## config.mk

```make
export PLATFORM = sky130hd
export DESIGN_NAME = apb_xbar_tmo_flat
export DESIGN_NICKNAME = d
export VERILOG_FILES = /design/src/rtl/apb_xbar_tmo_pkg.sv /design/src/rtl/apb_xbar_tmo_if.sv /design/src/rtl/apb_xbar_tmo_addr_decode.sv /design/src/rtl/apb_xbar_tmo.sv /design/src/flat_wrapper.sv
export SDC_FILE = /design/constraint.sdc
export NUM_CORES = 1
export LEC_CHECK = 0
export ABC_AREA = 1
export ABC_CLOCK_PERIOD_IN_PS = 7200
export CORE_AREA = 2 2 122 124
export DETAILED_ROUTE_END_ITERATION = 7
export DIE_AREA = 0 0 124 126
export PLACE_DENSITY = 0.78
export REMOVE_ABC_BUFFERS = 1
export SLEW_MARGIN = 20
export SYNTH_ARGS = -nofsm -noshare
export SYNTH_HDL_FRONTEND = slang
export SYNTH_SLANG_ARGS = --single-unit
```

## constraint.sdc

```tcl
create_clock -name PCLK -period 7.2 [get_ports PCLK]
set_clock_uncertainty 0.05 [all_clocks]
set_input_delay 1.44 -clock PCLK [delete_from_list [all_inputs] [get_ports PCLK]]
set_output_delay 1.44 -clock PCLK [all_outputs]
set_load 0.05 [all_outputs]
```

## src/rtl/apb_xbar_tmo_pkg.sv

```systemverilog
// Shared definitions for the registered APB3 1-to-N interconnect.
//   xbar_state_e : transfer sequencing states
//   ERR_*        : err_cause_o encodings (valid while err_o is high)
//   idx_width()  : width of a slave index for n slaves (never below 1)
package apb_xbar_pkg;

    typedef enum logic [2:0] {
        ST_IDLE,
        ST_SETUP,
        ST_ACCESS,
        ST_RESP,
        ST_ERR
    } xbar_state_e;

    localparam logic [1:0] ERR_NONE    = 2'b00;
    localparam logic [1:0] ERR_DECODE  = 2'b01;
    localparam logic [1:0] ERR_TIMEOUT = 2'b10;

    function automatic int unsigned idx_width(input int unsigned n);
        return (n > 1) ? $clog2(n) : 1;
    endfunction

endpackage

```

## src/rtl/apb_xbar_tmo_if.sv

```systemverilog
// Bus bundle for apb_xbar_tmo: the upstream APB3 slave port (s_*) and the
// downstream fan-out to N_SLAVES peripherals (m_*).
//   modport slave  : the interconnect's view (answers s_*, drives m_*)
//   modport master : the environment's view (core-side master + peripherals)
interface apb_xbar_tmo_if #(
    parameter int unsigned APB_DATA_WIDTH = 32,
    parameter int unsigned APB_ADDR_WIDTH = 32,
    parameter int unsigned N_SLAVES       = 4
);
    logic [APB_ADDR_WIDTH-1:0]          s_paddr;
    logic                               s_psel;
    logic                               s_penable;
    logic                               s_pwrite;
    logic [APB_DATA_WIDTH-1:0]          s_pwdata;
    logic [APB_DATA_WIDTH-1:0]          s_prdata;
    logic                               s_pready;
    logic                               s_pslverr;

    logic [APB_ADDR_WIDTH-1:0]          m_paddr;
    logic [N_SLAVES-1:0]                m_psel;
    logic                               m_penable;
    logic                               m_pwrite;
    logic [APB_DATA_WIDTH-1:0]          m_pwdata;
    logic [N_SLAVES*APB_DATA_WIDTH-1:0] m_prdata;
    logic [N_SLAVES-1:0]                m_pready;
    logic [N_SLAVES-1:0]                m_pslverr;

    modport slave (
        input  s_paddr, s_psel, s_penable, s_pwrite, s_pwdata,
        output s_prdata, s_pready, s_pslverr,
        output m_paddr, m_psel, m_penable, m_pwrite, m_pwdata,
        input  m_prdata, m_pready, m_pslverr
    );

    modport master (
        output s_paddr, s_psel, s_penable, s_pwrite, s_pwdata,
        input  s_prdata, s_pready, s_pslverr,
        input  m_paddr, m_psel, m_penable, m_pwrite, m_pwdata,
        output m_prdata, m_pready, m_pslverr
    );
endinterface

```

## src/rtl/apb_xbar_tmo_addr_decode.sv

```systemverilog
// Combinational base-address decoder.
//   paddr : address to decode
//   hit   : some slave window contains paddr
//   idx   : index of the lowest-numbered matching slave (0 when !hit)
module apb_addr_decode
    import apb_xbar_pkg::*;
#(
    parameter int unsigned ADDR_W   = 32,
    parameter int unsigned ACT_W    = 10,
    parameter int unsigned N_SLAVES = 4,
    parameter logic [N_SLAVES*ADDR_W-1:0] BASE_ADDR = '0
) (
    input  logic [ADDR_W-1:0]              paddr,
    output logic                           hit,
    output logic [idx_width(N_SLAVES)-1:0] idx
);
    localparam int unsigned IDX_W = idx_width(N_SLAVES);
    localparam logic [ADDR_W-1:0] WIN_MASK = {ADDR_W{1'b1}} << ACT_W;

    // Ascending scan with a sticky hit gives lowest-index priority on overlap.
    always_comb begin
        hit = 1'b0;
        idx = '0;
        for (int unsigned k = 0; k < N_SLAVES; k++) begin
            if (!hit && ((paddr & WIN_MASK) == BASE_ADDR[k*ADDR_W +: ADDR_W])) begin
                hit = 1'b1;
                idx = IDX_W'(k);
            end
        end
    end
endmodule

```

## src/rtl/apb_xbar_tmo.sv

```systemverilog
// Registered 1-to-N APB3 interconnect with decode and timeout errors.
//   PCLK, PRESET : clock, asynchronous active-high reset
//   bus          : upstream s_* and downstream m_* signals (slave modport)
//   err_o        : one-cycle pulse on a decode or timeout error
//   err_cause_o  : 01 decode, 10 timeout; valid with err_o
module apb_xbar_tmo
    import apb_xbar_pkg::*;
#(
    parameter int unsigned APB_DATA_WIDTH = 32,
    parameter int unsigned APB_ADDR_WIDTH = 32,
    parameter int unsigned APB_ACT_ADDR_W = 10,
    parameter int unsigned N_SLAVES       = 4,
    parameter logic [N_SLAVES*APB_ADDR_WIDTH-1:0] BASE_ADDR = '0,
    parameter int unsigned TIMEOUT_CYCLES = 256
) (
    input  logic           PCLK,
    input  logic           PRESET,
    apb_xbar_tmo_if.slave  bus,
    output logic           err_o,
    output logic [1:0]     err_cause_o
);
    localparam int unsigned IDX_W = idx_width(N_SLAVES);
    localparam int unsigned CNT_W = (TIMEOUT_CYCLES > 1) ? $clog2(TIMEOUT_CYCLES) : 1;
    localparam logic [CNT_W-1:0] TMO_LAST =
        (TIMEOUT_CYCLES == 0) ? '0 : CNT_W'(TIMEOUT_CYCLES - 1);
    localparam logic [APB_ADDR_WIDTH-1:0] OFS_MASK = ~({APB_ADDR_WIDTH{1'b1}} << APB_ACT_ADDR_W);

    xbar_state_e                state_q, state_d;
    logic                       dec_hit;
    logic [IDX_W-1:0]           dec_idx;
    logic [IDX_W-1:0]           idx_q;
    logic [APB_ADDR_WIDTH-1:0]  addr_q;
    logic [APB_DATA_WIDTH-1:0]  wdata_q;
    logic                       write_q;
    logic [APB_DATA_WIDTH-1:0]  rdata_q;
    logic                       slverr_q;
    logic                       tmo_q;
    logic [CNT_W-1:0]           cnt_q;

    logic                       capture, done, tmo_fire;
    logic                       sel_ready, sel_slverr;
    logic [APB_DATA_WIDTH-1:0]  sel_rdata;

    apb_addr_decode #(
        .ADDR_W    (APB_ADDR_WIDTH),
        .ACT_W     (APB_ACT_ADDR_W),
        .N_SLAVES  (N_SLAVES),
        .BASE_ADDR (BASE_ADDR)
    ) u_decode (
        .paddr (bus.s_paddr),
        .hit   (dec_hit),
        .idx   (dec_idx)
    );

    always_comb begin
        sel_ready  = bus.m_pready[idx_q];
        sel_slverr = bus.m_pslverr[idx_q];
        sel_rdata  = bus.m_prdata[int'(idx_q)*APB_DATA_WIDTH +: APB_DATA_WIDTH];
    end

    always_ff @(posedge PCLK or posedge PRESET) begin
        if (PRESET) state_q <= ST_IDLE;
        else        state_q <= state_d;
    end

    always_comb begin
        state_d  = state_q;
        capture  = 1'b0;
        done     = 1'b0;
        tmo_fire = 1'b0;
        unique case (state_q)
            ST_IDLE: begin
                if (bus.s_psel && !bus.s_penable) begin
                    capture = 1'b1;
                    state_d = dec_hit ? ST_SETUP : ST_ERR;
                end
            end
            ST_SETUP:  state_d = ST_ACCESS;
            ST_ACCESS: begin
                // Ready on the limit cycle wins over the timeout.
                if (sel_ready) begin
                    done    = 1'b1;
                    state_d = ST_RESP;
                end else if (TIMEOUT_CYCLES != 0 && cnt_q == TMO_LAST) begin
                    tmo_fire = 1'b1;
                    state_d  = ST_RESP;
                end
            end
            ST_RESP, ST_ERR: state_d = ST_IDLE;
            default:         state_d = ST_IDLE;
        endcase
    end

    // Outputs decode from registered state, so they drop as soon as reset hits.
    always_comb begin
        bus.m_psel = '0;
        if (state_q == ST_SETUP || state_q == ST_ACCESS) bus.m_psel[idx_q] = 1'b1;
        bus.m_penable = (state_q == ST_ACCESS);
        bus.s_pready  = (state_q == ST_RESP) || (state_q == ST_ERR);
        bus.s_pslverr = (state_q == ST_ERR) || ((state_q == ST_RESP) && slverr_q);
        bus.s_prdata  = (state_q == ST_RESP) ? rdata_q : '0;
        err_o         = (state_q == ST_ERR) || ((state_q == ST_RESP) && tmo_q);
        err_cause_o   = ERR_NONE;
        if (state_q == ST_ERR)                err_cause_o = ERR_DECODE;
        else if (state_q == ST_RESP && tmo_q) err_cause_o = ERR_TIMEOUT;
    end

    assign bus.m_paddr  = addr_q;
    assign bus.m_pwrite = write_q;
    assign bus.m_pwdata = wdata_q;

    always_ff @(posedge PCLK or posedge PRESET) begin
        if (PRESET) begin
            idx_q    <= '0;
            addr_q   <= '0;
            wdata_q  <= '0;
            write_q  <= 1'b0;
            rdata_q  <= '0;
            slverr_q <= 1'b0;
            tmo_q    <= 1'b0;
            cnt_q    <= '0;
        end else begin
            if (capture) begin
                idx_q   <= dec_idx;
                addr_q  <= bus.s_paddr & OFS_MASK;
                wdata_q <= bus.s_pwdata;
                write_q <= bus.s_pwrite;
            end
            if (state_q == ST_ACCESS && !sel_ready) cnt_q <= cnt_q + 1'b1;
            else                                    cnt_q <= '0;
            if (done) begin
                rdata_q  <= sel_rdata;
                slverr_q <= sel_slverr;
                tmo_q    <= 1'b0;
            end else if (tmo_fire) begin
                rdata_q  <= '0;
                slverr_q <= 1'b1;
                tmo_q    <= 1'b1;
            end
        end
    end
endmodule

```

## src/flat_wrapper.sv

```systemverilog
// flat-port wrapper written by rule: the top's interface ports become plain ports
module apb_xbar_tmo_flat import apb_xbar_pkg::*;
#(
    parameter int unsigned APB_DATA_WIDTH = 32,
    parameter int unsigned APB_ADDR_WIDTH = 32,
    parameter int unsigned APB_ACT_ADDR_W = 10,
    parameter int unsigned N_SLAVES       = 4,
    parameter logic [N_SLAVES*APB_ADDR_WIDTH-1:0] BASE_ADDR = '0,
    parameter int unsigned TIMEOUT_CYCLES = 256
)
  (PCLK, PRESET, err_o, err_cause_o, bus_s_paddr, bus_s_psel, bus_s_penable, bus_s_pwrite, bus_s_pwdata, bus_s_prdata, bus_s_pready, bus_s_pslverr, bus_m_paddr, bus_m_psel, bus_m_penable, bus_m_pwrite, bus_m_pwdata, bus_m_prdata, bus_m_pready, bus_m_pslverr);
  apb_xbar_tmo_if #(.APB_DATA_WIDTH(APB_DATA_WIDTH), .APB_ADDR_WIDTH(APB_ADDR_WIDTH), .N_SLAVES(N_SLAVES)) bus_i ();
  input  logic PCLK;
  input  logic PRESET;
  output logic err_o;
  output logic [1:0] err_cause_o;
  input wire logic [$bits(bus_i.s_paddr)-1:0] bus_s_paddr;
  input wire logic [$bits(bus_i.s_psel)-1:0] bus_s_psel;
  input wire logic [$bits(bus_i.s_penable)-1:0] bus_s_penable;
  input wire logic [$bits(bus_i.s_pwrite)-1:0] bus_s_pwrite;
  input wire logic [$bits(bus_i.s_pwdata)-1:0] bus_s_pwdata;
  output wire logic [$bits(bus_i.s_prdata)-1:0] bus_s_prdata;
  output wire logic [$bits(bus_i.s_pready)-1:0] bus_s_pready;
  output wire logic [$bits(bus_i.s_pslverr)-1:0] bus_s_pslverr;
  output wire logic [$bits(bus_i.m_paddr)-1:0] bus_m_paddr;
  output wire logic [$bits(bus_i.m_psel)-1:0] bus_m_psel;
  output wire logic [$bits(bus_i.m_penable)-1:0] bus_m_penable;
  output wire logic [$bits(bus_i.m_pwrite)-1:0] bus_m_pwrite;
  output wire logic [$bits(bus_i.m_pwdata)-1:0] bus_m_pwdata;
  input wire logic [$bits(bus_i.m_prdata)-1:0] bus_m_prdata;
  input wire logic [$bits(bus_i.m_pready)-1:0] bus_m_pready;
  input wire logic [$bits(bus_i.m_pslverr)-1:0] bus_m_pslverr;
  assign bus_i.s_paddr = bus_s_paddr;
  assign bus_i.s_psel = bus_s_psel;
  assign bus_i.s_penable = bus_s_penable;
  assign bus_i.s_pwrite = bus_s_pwrite;
  assign bus_i.s_pwdata = bus_s_pwdata;
  assign bus_s_prdata = bus_i.s_prdata;
  assign bus_s_pready = bus_i.s_pready;
  assign bus_s_pslverr = bus_i.s_pslverr;
  assign bus_m_paddr = bus_i.m_paddr;
  assign bus_m_psel = bus_i.m_psel;
  assign bus_m_penable = bus_i.m_penable;
  assign bus_m_pwrite = bus_i.m_pwrite;
  assign bus_m_pwdata = bus_i.m_pwdata;
  assign bus_i.m_prdata = bus_m_prdata;
  assign bus_i.m_pready = bus_m_pready;
  assign bus_i.m_pslverr = bus_m_pslverr;
  apb_xbar_tmo #(.APB_DATA_WIDTH(APB_DATA_WIDTH), .APB_ADDR_WIDTH(APB_ADDR_WIDTH), .APB_ACT_ADDR_W(APB_ACT_ADDR_W), .N_SLAVES(N_SLAVES), .BASE_ADDR(BASE_ADDR), .TIMEOUT_CYCLES(TIMEOUT_CYCLES)) u_core (.PCLK(PCLK), .PRESET(PRESET), .bus(bus_i), .err_o(err_o), .err_cause_o(err_cause_o));
endmodule
```

==> impl_metrics.xml <==
<?xml version="1.0" encoding="UTF-8"?>
<metrics>
  <group name="pwr">
    <metric name="power_leakage" unit="uW">0.00309</metric>
    <metric name="vdd_drop_max" unit="mV">0.291</metric>
    <metric name="power-per-cell-area" unit="mW/mm^2">411</metric>
  </group>
  <group name="grt">
    <metric name="gr-total-overflow" unit="">0</metric>
    <metric name="grt_max_degree" unit="">48</metric>
    <metric name="grt_pass1_vias" unit="">3598</metric>
    <metric name="grt_first_pass_wirelength" unit="um">18000</metric>
    <metric name="initial_antenna_violation_count" unit="">0</metric>
    <metric name="globalRouteTotalUtil" unit="%">14.9</metric>
  </group>
  <group name="yosys">
    <metric name="ys_types" unit="">26</metric>
    <metric name="count_of_flip_flops_with_a_built_in_enable_after_synthesis" unit="">0</metric>
    <metric name="synth.ff_latch_count" unit="">88</metric>
    <metric name="syn_area" unit="mm^2">0.00423</metric>
    <metric name="synth_top_cell_by_area" unit="">sky130_fd_sc_hd__dfrtp_1</metric>
    <metric name="avgSynthCellArea" unit="um^2">8.11</metric>
    <metric name="synthMostInstantiatedCell" unit="">sky130_fd_sc_hd__nand2_1</metric>
    <metric name="most_common_flop_cell_mapped_by_yosys" unit="">sky130_fd_sc_hd__dfrtp_1</metric>
    <metric name="synth_top_cells_by_area" unit="">sky130_fd_sc_hd__dfrtp_1 (52%), sky130_fd_sc_hd__nand2_1 (15%), sky130_fd_sc_hd__nand3_1 (8.6%), sky130_fd_sc_hd__nor2_1 (5.1%), sky130_fd_sc_hd__buf_4 (4.8%)</metric>
    <metric name="asyncSetResetFlopFracSynth" unit="%">100</metric>
    <metric name="seq_area_frac_synth" unit="%">52.1</metric>
    <metric name="synthesis.instances" unit="">521</metric>
    <metric name="ys.warnings.count" unit="">0</metric>
    <metric name="post_synth_most_frequent_cells" unit="">sky130_fd_sc_hd__nand2_1 (169), sky130_fd_sc_hd__dfrtp_1 (88), sky130_fd_sc_hd__nand3_1 (73)</metric>
    <metric name="yosysTopAreaCellShare" unit="%">52.1</metric>
  </group>
  <group name="route">
    <metric name="post_drt_via_cell_ratio" unit="">4.30</metric>
    <metric name="drt-total-wl" unit="um">11100</metric>
    <metric name="route.vias.total" unit="">3800</metric>
    <metric name="post_drt_wl_per_cell" unit="um">12.6</metric>
    <metric name="remaining_drc_errors" unit="">0</metric>
    <metric name="route.antenna.remaining_nets" unit="">0</metric>
    <metric name="dr.pass1.iters" unit="">4</metric>
    <metric name="initialDrtViolationCount" unit="">120</metric>
  </group>
  <group name="timing">
    <metric name="maxSlewViolCount" unit="">0</metric>
    <metric name="slew_headroom" unit="%">44.3</metric>
    <metric name="final-setup-viol-count" unit="">0</metric>
    <metric name="totalNegativeSetupSlack" unit="ns">0</metric>
    <metric name="max_slew.worst_pin.slew" unit="ns">0.834</metric>
    <metric name="fmax" unit="MHz">255</metric>
    <metric name="hold_viol_final" unit="">0</metric>
    <metric name="final.period_utilization" unit="%">54.4</metric>
    <metric name="grt_setup_unrepaired" unit="">no</metric>
    <metric name="timing.final.crit_period" unit="ns">3.92</metric>
  </group>
  <group name="place">
    <metric name="placed_area" unit="mm^2">0.00611</metric>
    <metric name="quantity_of_i_o_buffers_inserted_on_ports" unit="">184</metric>
    <metric name="dp_hpwl" unit="um">7800</metric>
    <metric name="finalWeightedCongestion" unit="">0.744</metric>
  </group>
  <group name="critical_path">
    <metric name="worstSetupPathType" unit="">reg2out</metric>
    <metric name="endpoint_kind" unit="">output port</metric>
    <metric name="worst-endpoint-arrival" unit="ns">2.43</metric>
    <metric name="setup.worst_path.start_class" unit="">flop</metric>
    <metric name="cp.required" unit="ns">5.71</metric>
    <metric name="critical_path.max_fanout" unit="">3</metric>
    <metric name="number_of_cells_on_the_worst_reg_to_reg_path" unit="">7</metric>
  </group>
  <group name="clock_tree">
    <metric name="postCtsSetupBuffers" unit="">0</metric>
    <metric name="cts_made_buffers" unit="">9</metric>
    <metric name="htreeDepth" unit="">3</metric>
    <metric name="worst_setup_hold_path_clk_slew" unit="ns">0.06</metric>
    <metric name="ctsLongestPathBuffers" unit="">2</metric>
    <metric name="holdBufCountCts" unit="">0</metric>
    <metric name="worstSkewPairLatency" unit="ns">0.34</metric>
    <metric name="cts_root_buf" unit="">sky130_fd_sc_hd__clkbuf_16</metric>
    <metric name="tritoncts_num_sinks" unit="">88</metric>
    <metric name="cts.repair.resized" unit="">0</metric>
    <metric name="tritoncts" unit="">built</metric>
  </group>
  <group name="run">
    <metric name="max_cap_viol_count" unit="">0</metric>
  </group>
  <group name="floorplan">
    <metric name="core-area" unit="mm^2">0.0143</metric>
    <metric name="floorplan.initialDensity" unit="%">29.5</metric>
    <metric name="die-area" unit="mm^2">0.0156</metric>
    <metric name="num_io_pins" unit="">312</metric>
    <metric name="dieWidth" unit="um">124</metric>
    <metric name="die_height" unit="um">126</metric>
    <metric name="floorplan.rows" unit="">44</metric>
  </group>
  <group name="cells_and_area">
    <metric name="area_growth" unit="%">52.6</metric>
    <metric name="final_area" unit="mm^2">0.00645</metric>
    <metric name="n_antenna_cell" unit="">0</metric>
    <metric name="final_core_utilization" unit="%">45.1</metric>
    <metric name="drive_gt1_share" unit="%">6.01</metric>
    <metric name="num-nets-final" unit="">900</metric>
  </group>
  <group name="min_path">
    <metric name="kind_of_path_behind_the_tightest_hold_check" unit="">reg2reg</metric>
    <metric name="worst_hold_path.num_cells" unit="">1</metric>
  </group>
  <group name="run_status">
    <metric name="run_status" unit="">finished, final reports clean</metric>
  </group>
</metrics>
final cells by class:
| class | instances | area, um^2 |
|---|---|---|
| Clock buffer | 9 | 225 |
| Fill cell | 1412 | 7860 |
| Inverter | 47 | 178 |
| Sequential cell | 88 | 2200 |
| Timing Repair Buffer | 189 | 1880 |
| Clock inverter | 7 | 120 |
| Tap cell | 184 | 230 |
| Multi-Input combinational cell | 359 | 1620 |
routing by layer:
| metal | routed length [um] | global-route usage [%] | vias up |
|---|---|---|---|
| met5 | 0 | 0 | - |
| met4 | 183 | 6.15 | 0 |
| met3 | 1260 | 6.07 | 10 |
| met2 | 5110 | 23.6 | 153 |
| met1 | 4580 | 17.9 | 1731 |
| li1 | - | - | 1906 |
report_power, final:
group          internal, uW  switching [uW]  leakage (uW)  total (uW)
Sequential              705             121       0.00111         826
Combinational           416             869       0.00182        1280
Clock                   340             202      0.000166         542
Total                  1460            1190       0.00309        2650
placed cells by master, fill, tap and decap left out, types with 2 or more instances in the layout:
| cell type | n |
|---|---|
| sky130_fd_sc_hd__o21ai_0 | 7 |
| sky130_fd_sc_hd__clkinv_4 | 2 |
| sky130_fd_sc_hd__nor2_1 | 56 |
| sky130_fd_sc_hd__nand3_1 | 73 |
| sky130_fd_sc_hd__nor2_4 | 3 |
| sky130_fd_sc_hd__clkinv_2 | 2 |
| sky130_fd_sc_hd__buf_4 | 5 |
| sky130_fd_sc_hd__conb_1 | 25 |
| sky130_fd_sc_hd__bufinv_16 | 3 |
| sky130_fd_sc_hd__a21oi_1 | 5 |
| sky130_fd_sc_hd__inv_1 | 44 |
| sky130_fd_sc_hd__nand3_2 | 9 |
| sky130_fd_sc_hd__clkbuf_16 | 9 |
| sky130_fd_sc_hd__clkdlybuf4s50_1 | 184 |
| sky130_fd_sc_hd__nand2_1 | 169 |
| sky130_fd_sc_hd__inv_2 | 2 |
| sky130_fd_sc_hd__dfrtp_1 | 88 |
final timing paths:
path	slack [ns]	start	to
min in group asynchronous	1.47	PRESET	u_core.rdata_q[24]
setup reg to reg	4.70	u_core.state_q[2]	u_core.slverr_q
setup / recovery	3.28	u_core.state_q[2]	bus_s_pslverr
hold / removal	0.41	u_core.cnt_q[0]	u_core.cnt_q[0]
hold reg to reg	0.41	u_core.cnt_q[0]	u_core.cnt_q[0]
max in group asynchronous	4.54	PRESET	u_core.bus.m_paddr[1]
worst max-delay path: stages, from the launching register on:
cell and delay, ns:
sky130_fd_sc_hd__dfrtp_1 0.42, sky130_fd_sc_hd__inv_1 0.08, sky130_fd_sc_hd__nor3_1 0.46, sky130_fd_sc_hd__inv_1 0.11
sky130_fd_sc_hd__nand2_1 0.10, sky130_fd_sc_hd__o21a_1 0.13, sky130_fd_sc_hd__clkdlybuf4s50_1 0.79
sequential cells by signal, summed over array words and instances, names as in the netlist:
signal               count
u_core.rdata_q          32
u_core.bus.m_pwrite      1
u_core.state_q           3
u_core.bus.m_pwdata     32
u_core.tmo_q             1
u_core.bus.m_paddr      10
u_core.cnt_q             8
u_core.slverr_q          1
logic make-up after synthesis:
logic type      Yosys count  share of synthesized area [%]
simple gates            318                           33.3
compound gates           14                           1.98
other cells               1                         0.0887
flops                    88                           52.1
buf+inv                  98                           12.0
xor+xnor                  1                          0.207
fa+ha+maj                 1                          0.296
metrics by stage:
step | worst slack, ns | hold WS [ns] | instances | power, uW
2_1_floorplan | 2.57 | 0.383 | 494 | 1670
6_report | 3.28 | 0.410 | 883 | 2650
3_5_place_dp | 3.18 | 0.407 | 867 | 2130
4_1_cts | 3.24 | 0.415 | 883 | 2680
3_3_place_gp | 3.15 | 0.401 | 867 | 2100
5_1_grt | 3.11 | 0.440 | 883 | 2820
Power figures use the tool's default switching activity.
